[config.mk]
export PLATFORM = sky130hd
export DESIGN_NAME = mem_port_arbiter_flat
export DESIGN_NICKNAME = d
export VERILOG_FILES = /design/src/rtl/mem_port_arbiter_if.sv /design/src/rtl/mem_port_arbiter.sv /design/src/flat_wrapper.sv
export SDC_FILE = /design/constraint.sdc
export NUM_CORES = 1
export LEC_CHECK = 0
export CAP_MARGIN = 20
export CELL_PAD_IN_SITES_DETAIL_PLACEMENT = 1
export CELL_PAD_IN_SITES_GLOBAL_PLACEMENT = 2
export CORE_MARGIN = 2
export CORE_UTILIZATION = 25
export DETAILED_ROUTE_END_ITERATION = 6
export PLACE_DENSITY_LB_ADDON = 0.12
export SKIP_LAST_GASP = 1
export SYNTH_ARGS = -nofsm -noshare
export SYNTH_HDL_FRONTEND = slang
export SYNTH_SLANG_ARGS = --single-unit
[constraint.sdc]
create_clock -name clk -period 4.4 [get_ports clk]
set_clock_uncertainty 0.15 [all_clocks]
set_input_delay 0.44 -clock clk [delete_from_list [all_inputs] [get_ports clk]]
set_output_delay 0.44 -clock clk [all_outputs]
set_load 0.005 [all_outputs]
[src/rtl/mem_port_arbiter_if.sv]
// mem_port_arbiter_if: request/response bundle between NREQ clients and the shared store
interface mem_port_arbiter_if #(
   parameter int NREQ = 2,
   parameter int AW   = 4,
   parameter int DW   = 8,
   parameter int BW   = $clog2(DW)
);
   logic [NREQ-1:0]    req_valid, req_ready, req_we, req_bitmode, rsp_valid;
   logic [NREQ*AW-1:0] req_addr;
   logic [NREQ*BW-1:0] req_bit;
   logic [NREQ*DW-1:0] req_wdata;
   logic [DW-1:0]      rsp_data;
   modport master (
      output req_valid, req_we, req_bitmode, req_addr, req_bit, req_wdata,
      input  req_ready, rsp_valid, rsp_data
   );
   modport slave (
      input  req_valid, req_we, req_bitmode, req_addr, req_bit, req_wdata,
      output req_ready, rsp_valid, rsp_data
   );
endinterface

[src/rtl/mem_port_arbiter.sv]
// mem_port_arbiter: round-robin shared DEPTHxDW store with word/bit writes, 1-cycle reads and zero-fill sequencer
module mem_port_arbiter #(
   parameter int NREQ = 2,
   parameter int AW   = 4,
   parameter int DW   = 8
) (
   input  logic clk,
   input  logic rst_n,
   input  logic clr_req,
   output logic busy,
   mem_port_arbiter_if.slave bus
);
   localparam int BW    = $clog2(DW);
   localparam int DEPTH = 2 ** AW;
   localparam int PW    = NREQ > 1 ? $clog2(NREQ) : 1;
   typedef enum logic {CLEAR, RUN} state_t;
   state_t            state_q, state_d;
   logic [AW-1:0]     clr_cnt_q, clr_cnt_d;
   logic [PW-1:0]     rr_ptr_q, rr_ptr_d, gnt, cand;
   logic [NREQ-1:0]   gnt_oh, rsp_valid_q, rsp_valid_d;
   logic [DW-1:0]     rsp_data_q, rsp_data_d;
   logic              found, accept, op_we, op_bm, mem_we;
   logic [AW-1:0]     op_addr, mem_addr;
   logic [BW-1:0]     op_bit;
   logic [DW-1:0]     op_wdata, rd_word, mem_wdata;
   logic [DW-1:0]     mem_q [DEPTH];
   // search starts just after the last winner so every requester gets a turn
   always_comb begin
      found = 1'b0;
      gnt   = rr_ptr_q;
      cand  = '0;
      for (int k = 1; k <= NREQ; k++) begin
         cand = PW'((int'(rr_ptr_q) + k) % NREQ);
         if (!found && bus.req_valid[cand]) begin
            found = 1'b1;
            gnt   = cand;
         end
      end
   end
   always_comb begin
      accept      = state_q == RUN && found;
      gnt_oh      = NREQ'(1) << gnt;
      op_we       = bus.req_we[gnt];
      op_bm       = bus.req_bitmode[gnt];
      op_addr     = bus.req_addr[gnt*AW +: AW];
      op_bit      = bus.req_bit[gnt*BW +: BW];
      op_wdata    = bus.req_wdata[gnt*DW +: DW];
      rd_word     = mem_q[op_addr];
      mem_we      = state_q == CLEAR || (accept && op_we);
      mem_addr    = state_q == CLEAR ? clr_cnt_q : op_addr;
      mem_wdata   = state_q == CLEAR ? '0 :
                    op_bm ? (rd_word & ~(DW'(1) << op_bit)) | (DW'(op_wdata[0]) << op_bit) : op_wdata;
      rsp_valid_d = accept && !op_we ? gnt_oh : '0;
      rsp_data_d  = accept && !op_we ? rd_word : rsp_data_q;
      rr_ptr_d    = accept ? gnt : rr_ptr_q;
   end
   always_comb begin
      state_d   = state_q;
      clr_cnt_d = clr_cnt_q;
      if (state_q == CLEAR) begin
         clr_cnt_d = clr_cnt_q + 1'b1;
         if (clr_cnt_q == AW'(DEPTH - 1)) state_d = RUN;
      end else if (clr_req) begin
         state_d   = CLEAR;
         clr_cnt_d = '0;
      end
   end
   always_ff @(posedge clk or negedge rst_n) begin
      if (!rst_n) begin
         state_q     <= CLEAR;
         clr_cnt_q   <= '0;
         rr_ptr_q    <= PW'(NREQ - 1);
         rsp_valid_q <= '0;
         rsp_data_q  <= '0;
      end else begin
         state_q     <= state_d;
         clr_cnt_q   <= clr_cnt_d;
         rr_ptr_q    <= rr_ptr_d;
         rsp_valid_q <= rsp_valid_d;
         rsp_data_q  <= rsp_data_d;
      end
   end
   always_ff @(posedge clk) begin
      if (mem_we) mem_q[mem_addr] <= mem_wdata;
   end
   assign bus.req_ready = accept ? gnt_oh : '0;
   assign bus.rsp_valid = rsp_valid_q;
   assign bus.rsp_data  = rsp_data_q;
   assign busy          = state_q == CLEAR;
endmodule

[src/flat_wrapper.sv]
// flat-port wrapper written by rule: the top's interface ports become plain ports
module mem_port_arbiter_flat 
#(
   parameter int NREQ = 2,
   parameter int AW   = 4,
   parameter int DW   = 8
)
  (clk, rst_n, clr_req, busy, bus_req_valid, bus_req_we, bus_req_bitmode, bus_req_addr, bus_req_bit, bus_req_wdata, bus_req_ready, bus_rsp_valid, bus_rsp_data);
  mem_port_arbiter_if #(.NREQ(NREQ), .AW(AW), .DW(DW)) bus_i ();
  input  logic clk;
  input  logic rst_n;
  input  logic clr_req;
  output logic busy;
  input wire logic [$bits(bus_i.req_valid)-1:0] bus_req_valid;
  input wire logic [$bits(bus_i.req_we)-1:0] bus_req_we;
  input wire logic [$bits(bus_i.req_bitmode)-1:0] bus_req_bitmode;
  input wire logic [$bits(bus_i.req_addr)-1:0] bus_req_addr;
  input wire logic [$bits(bus_i.req_bit)-1:0] bus_req_bit;
  input wire logic [$bits(bus_i.req_wdata)-1:0] bus_req_wdata;
  output wire logic [$bits(bus_i.req_ready)-1:0] bus_req_ready;
  output wire logic [$bits(bus_i.rsp_valid)-1:0] bus_rsp_valid;
  output wire logic [$bits(bus_i.rsp_data)-1:0] bus_rsp_data;
  assign bus_i.req_valid = bus_req_valid;
  assign bus_i.req_we = bus_req_we;
  assign bus_i.req_bitmode = bus_req_bitmode;
  assign bus_i.req_addr = bus_req_addr;
  assign bus_i.req_bit = bus_req_bit;
  assign bus_i.req_wdata = bus_req_wdata;
  assign bus_req_ready = bus_i.req_ready;
  assign bus_rsp_valid = bus_i.rsp_valid;
  assign bus_rsp_data = bus_i.rsp_data;
  mem_port_arbiter #(.NREQ(NREQ), .AW(AW), .DW(DW)) u_core (.clk(clk), .rst_n(rst_n), .clr_req(clr_req), .busy(busy), .bus(bus_i));
endmodule
Yosys cells after proc, flatten, opt, wreduce, memory -nomap -nowiden. Memories as Yosys holds them, arrays and structs flattened. Index checks and enable logic that the tools add are counted.

Bits in registers: 16. Bits in writable memories: 128. Input bits: 39. Output and inout bits: 13. Word-level logic and storage cells: 56. Memories: 1.

Memories: u_core.mem_q (depth 16, width 8, rd ports 1, clocked after Yosys merged registers in 0, write ports 1, RTL line mem_port_arbiter.sv:26) `logic [DW-1:0] mem_q [DEPTH];`.

Add/sub/neg operators: 3. Multiply operators: 1. Magnitude comparators: 3. Equal/unequal tests: 2. Shift-type cells: 6. Mux-type cells: 24. Bitwise gates (word level): 4. Reduce and logical (&&, ||, !) cells: 7.

Operators with widths (number): $mux W1 (17); $mux W8 (2); $shiftx A16 B5 Y8 (1); $mux W4 (3); $and A8 B8 Y8 (1); $not A8 Y8 (1); $or A8 B8 Y8 (1); $shiftx A8 B4 Y4 (1); $shl A1 B3 Y8 (1); $shl A1 B3 Y8 const A (1); $lt A1 B2 Y1 const B (3); $shiftx A6 B4 Y3 (1); $add A4 B1 Y4 const B (1); $eq A4 B4 Y1 const B (1); $logic_and A1 B1 Y1 (4); $mux W2 (2); $mul A1 B2 Y3 const B (1); $add A1 B1 Y1 const B (2); $logic_not A1 Y1 (2); $ne A2 B2 Y1 const B (1); $shl A1 B1 Y2 const A (1); $logic_or A1 B1 Y1 (1); $not A1 Y1 (1).

Longest topological paths before layout.
Depth in word-level cells: 15. Mapped depth: 10. Gate-level depth less buffers: 6.

Least setup slack after synthesis. Ideal clock, no wire load.

Kind: input to register. Start: in bus_req_valid[1]. End: mem u_core.mem_q[0][5], data pin. Setup time: 0.348 ns. Arrival: 2.500 ns. Required time: 3.902 ns. Path slack: 1.402 ns. Cell stages on the path: 10. Path buffers: 4. Cell sequence: or2_1 > buf_6 > buf_6 > buf_6 > buf_6 > a22oi_1 > nor2_1 > a32oi_1 > nand4_1 > a221oi_1.

Longest elaborated chain between the ends: 14. Elaborated cells on any way between the ends: 23. Those cells by class: 1 x mul; 5 x shift; 11 x mux; 3 x bitwise; 2 x reduce/logical; 1 x memory.

RTL lines: from (decl) (RTL line flat_wrapper.sv:14) `input wire logic [$bits(bus_i.req_valid)-1:0] bus_req_valid;`; $mux W1 (not written as such) (2 in a row) (RTL line mem_port_arbiter.sv:34) `if (!found && bus.req_valid[cand]) begin`; $mux W1 (RTL line mem_port_arbiter.sv:34); $logic_not A1 Y1 (RTL line mem_port_arbiter.sv:34); $logic_and A1 B1 Y1 (RTL line mem_port_arbiter.sv:34); $mux W1 (*) (RTL line mem_port_arbiter.sv:34); $mul A1 B2 Y3 (RTL line mem_port_arbiter.sv:46) `op_bit = bus.req_bit[gnt*BW +: BW];`; $shiftx A6 B4 Y3 (RTL line mem_port_arbiter.sv:46); $shl A1 B3 Y8 (RTL line mem_port_arbiter.sv:52) `op_bm ? (rd_word & ~(DW'(1) << op_bit)) | (DW'(op_wdata[0]) << op_bit) : op_wdata;`; $not A8 Y8 (RTL line mem_port_arbiter.sv:52); $and A8 B8 Y8 (RTL line mem_port_arbiter.sv:52); $or A8 B8 Y8 (RTL line mem_port_arbiter.sv:52); $mux W8 (*) (RTL line mem_port_arbiter.sv:52); $mux W8 (*) (RTL line mem_port_arbiter.sv:51) `mem_wdata = state_q == CLEAR ? '0 :`; via u_core.mem_wdata[5] (RTL line mem_port_arbiter.sv:25) `logic [DW-1:0] op_wdata, rd_word, mem_wdata;`; to (decl) (RTL line mem_port_arbiter.sv:26).

Mark *: on every way through the listed nets, which the timed path passes. The rest lies on a longest branch. The select of a mux whose other input is x is not followed.

Final worst setup path.
Start: in bus_req_valid[0]. End: mem u_core.mem_q[3][4], data pin.

Same word-level chain as after synthesis.

==> impl_metrics.tcl <==
set metrics [dict create \
    outcome "finished, final reports clean" \
    cp.required_ns 4.30 \
    wl_met2_um 13870 \
    fill_cells 3418 \
    cap_violations 0 \
    diodes 0 \
    max_stage_delay_ns 1.00 \
    cts_hold_buffers 0 \
    met3_length_um 766 \
    async_reset_ff_share_pct 11.11 \
    grt_usage_pct 17.20 \
    p_leak_uw 0.003310 \
    clkPwrFrac_pct 25.6 \
    drt_iter0_markers 375 \
    arrival_ns 3.78 \
    final.setup.tns_ns 0 \
    synthSimpleGateAreaFrac_pct 15.18 \
    postRouteAntennaNets 0 \
    rsz0062_at_grt "false" \
    cts_buffer_depth 2 \
    portBuffers 51 \
    routedWlPerCell_um 23.42 \
    critPathSlowestCell "a221oi_2" \
    fp-row-count 64 \
    highest_layer "met4" \
    final_hold_viol_count 0 \
    power_frac_comb_pct 37.8 \
    synth_compound_gate_area_share_pct 18.28 \
    synth_edf_count 128 \
    synth_top_family_by_area "compound AO/OA/AOI/OAI gates" \
    cts.clk_slew.worst_paths_ns 0.07 \
    start_kind "input port" \
    clock_tree.htree_level_count 4 \
    synth_warnings 0 \
    p_int_uw 3449 \
    dpl.hpwl_um 19520 \
    antenna_found_initial 0 \
    fin_crit_sh_pct 88.10 \
    fmax_mhz 258.0 \
    synth_area_um2 7845 \
    cts-root-buf "clkbuf_16" \
    mappedNetlistNets 757 \
    dp_slack_ns 0.1454 \
    ys_ff_latch 144 \
    grt-ovfl-total 0 \
    grt_pass1_vias 6647 \
    cts_setup_buffers 0 \
    die_area_um2 32810 \
    final_max_slew_viol_count 0 \
    swShare_pct 39.78 \
    finish.utilization_pct 30.99 \
    cts_resized 0 \
    synth_cell_types 62 \
    final_cell_mix "edfxtp_1 (128), nand2_1 (87), o21ai_0 (76)" \
    path_max_fanout 17 \
    synth_fa_ha_area_share_pct 0.1595 \
    insertion_delay_ns 0.44 \
    reg2reg_setup_slack_ns 0.55 \
    syn_avg_cell_area_um2 10.94 \
    cts_buffers 17 \
    cts_tree "yes" \
    path_cells "clkdlybuf4s50_1 > and2_2 > o21ai_0 > a211oi_2 > a22oi_1 > nand4_1 > a221oi_2" \
    ir_drop_mv 0.2599 \
    final_common_cell "edfxtp_1" \
    coreArea_um2 30750 \
    yosysSeqAreaShare_pct 54.11 \
    ys.flop_type "edfxtp_1" \
    area_growth_pct 21.48 \
    setup_viol 0 \
    via_per_inst 5.217 \
    totalWireLength_um 27680 \
    grt_max_degree 53 \
    synth_top_area_cell "edfxtp_1" \
    synth_top_area_share_pct 49.00 \
    finalNetCount 813 \
    io_pins 52 \
    synth.top_cells.by_area "edfxtp_1 (49%), mux2i_1 (5.0%), o21ai_0 (4.8%), dfrtp_1 (4.8%), nand2_1 (4.2%)" \
    p_seq_share_pct 36.6 \
    fin_cells 1182 \
    synthCells 717 \
    drive_above_1_share_pct 14.76 \
    crit_path_end_kind "flop" \
    switching_power_uw 2279 \
    worst_pin_slew_ns 1.227 \
    finalPower_uw 5728 \
    worstSetupPathType "input port to flop" \
    place_inst 1149 \
    wl_met1_um 12590 \
    postLayoutSetupSlackWorst_ns 0.5235 \
    synth_xor_area_share_pct 0.2233 \
    hold_class "input port to asynchronous set/reset pin" \
    drc_errors 0 \
    first_pass_iters 5 \
    fin_crit_ns 3.877 \
    vias 6166 \
    slew_headroom_pct 18.18 \
    grt_pass1_wl_um 42090 \
    die_w_um 181.1 \
    clock_sinks 144 \
    initial_core_util_pct 25.51 \
    gp_congestion 0.8148 \
    fp.dieH_um 181.1 \
    p_per_area_nw_per_um2 601.0 \
    synthMuxAreaShare_pct 8.565 \
]
## metal layers
layer / up-vias / GRT usage [%]
met5: - / 0
met4: 0 / 4.715
met3: 25 / 3.024
met2: 101 / 30.10
met1: 3173 / 21.78
li1: 2867 / -
## cells in the mapped netlist (all sizes together), types with 7 or more instances
library cell and number:
buf 25, edfxtp 128, a22oi 34, a21oi 20, a221oi 7, clkbuf 26, nand3 35, mux2 25
nand2 87, nor2 38, nand3b 8, mux2i 39, a32oi 14, a211oi 26, nand2b 43, nand4 7
o21ai 78, dfrtp 15
## layout make-up
| cell class | instances | area (µm²) | area share (%) |
|---|---|---|---|
| clock inverter | 14 | 168.9 | 1.772 |
| inverter | 2 | 7.507 | 0.07877 |
| timing repair buffer | 88 | 819.5 | 8.599 |
| tap | 396 | 495.5 | 5.199 |
| clock buffer | 18 | 429.2 | 4.503 |
| multi-input combinational | 520 | 3364 | 35.30 |
| sequential | 144 | 4245 | 44.55 |
## sequential cells by signal, indices dropped and copies added (netlist names)
| signal | cells |
|---|---|
| u_core.mem_q | 128 |
| u_core.bus.rsp_data | 8 |
| u_core.clr_cnt_q | 4 |
| u_core.bus.rsp_valid | 2 |
| u_core.rr_ptr_q | 1 |
| u_core.state_q | 1 |
## path summary, 6_finish.rpt
kind | start | endpoint | depth (start not counted)
min in group clk | u_core.bus.rsp_data[1] | u_core.bus.rsp_data[1] | 2
max in group asynchronous | rst_n | u_core.bus.rsp_data[5] | 1
hold reg to reg | u_core.bus.rsp_data[1] | u_core.bus.rsp_data[1] | 2
setup reg to reg | u_core.rr_ptr_q | u_core.mem_q[3][4] | 7
hold / removal | rst_n | u_core.bus.rsp_valid[1] | 1
setup / recovery | bus_req_valid[0] | u_core.mem_q[3][4] | 7
## logic make-up after synthesis
family          after synthesis
compound gates              212
buf+inv                      53
mux                          64
xor+xnor                      2
flops                       144
simple gates                241
fa+ha+maj                     1
## power by group through the flow
| stage | registers (µW) | logic, µW | clock network [µW] |
|---|---|---|---|
| 6_report | 2100 | 2170 | 1470 |
| 5_1_grt | 2140 | 2380 | 1560 |
| 4_1_cts | 2100 | 2200 | 1500 |
| 3_5_place_dp | 2120 | 2190 | 0 |
| 3_3_place_gp | 2100 | 2170 | 0 |
| 2_1_floorplan | 2060 | 1250 | 0 |
## per-stage QoR
stage,cell area [µm²],hold WS [ns]
after global routing,9530,0.3437
after global placement,8921,0.3193
after CTS,9519,0.3241
final,9530,0.3311
after floorplan,7845,-0.005591
after detailed placement,8921,0.3369
## critical path, delay by kind of cell
| family | cells | cell delay (ns) |
|---|---|---|
| AO/OA/AOI/OAI | 4 | 2.24 |
| AND/OR/NAND/NOR | 2 | 0.59 |
| buffers and inverters | 1 | 0.48 |
Power figures use the tool's default switching activity.
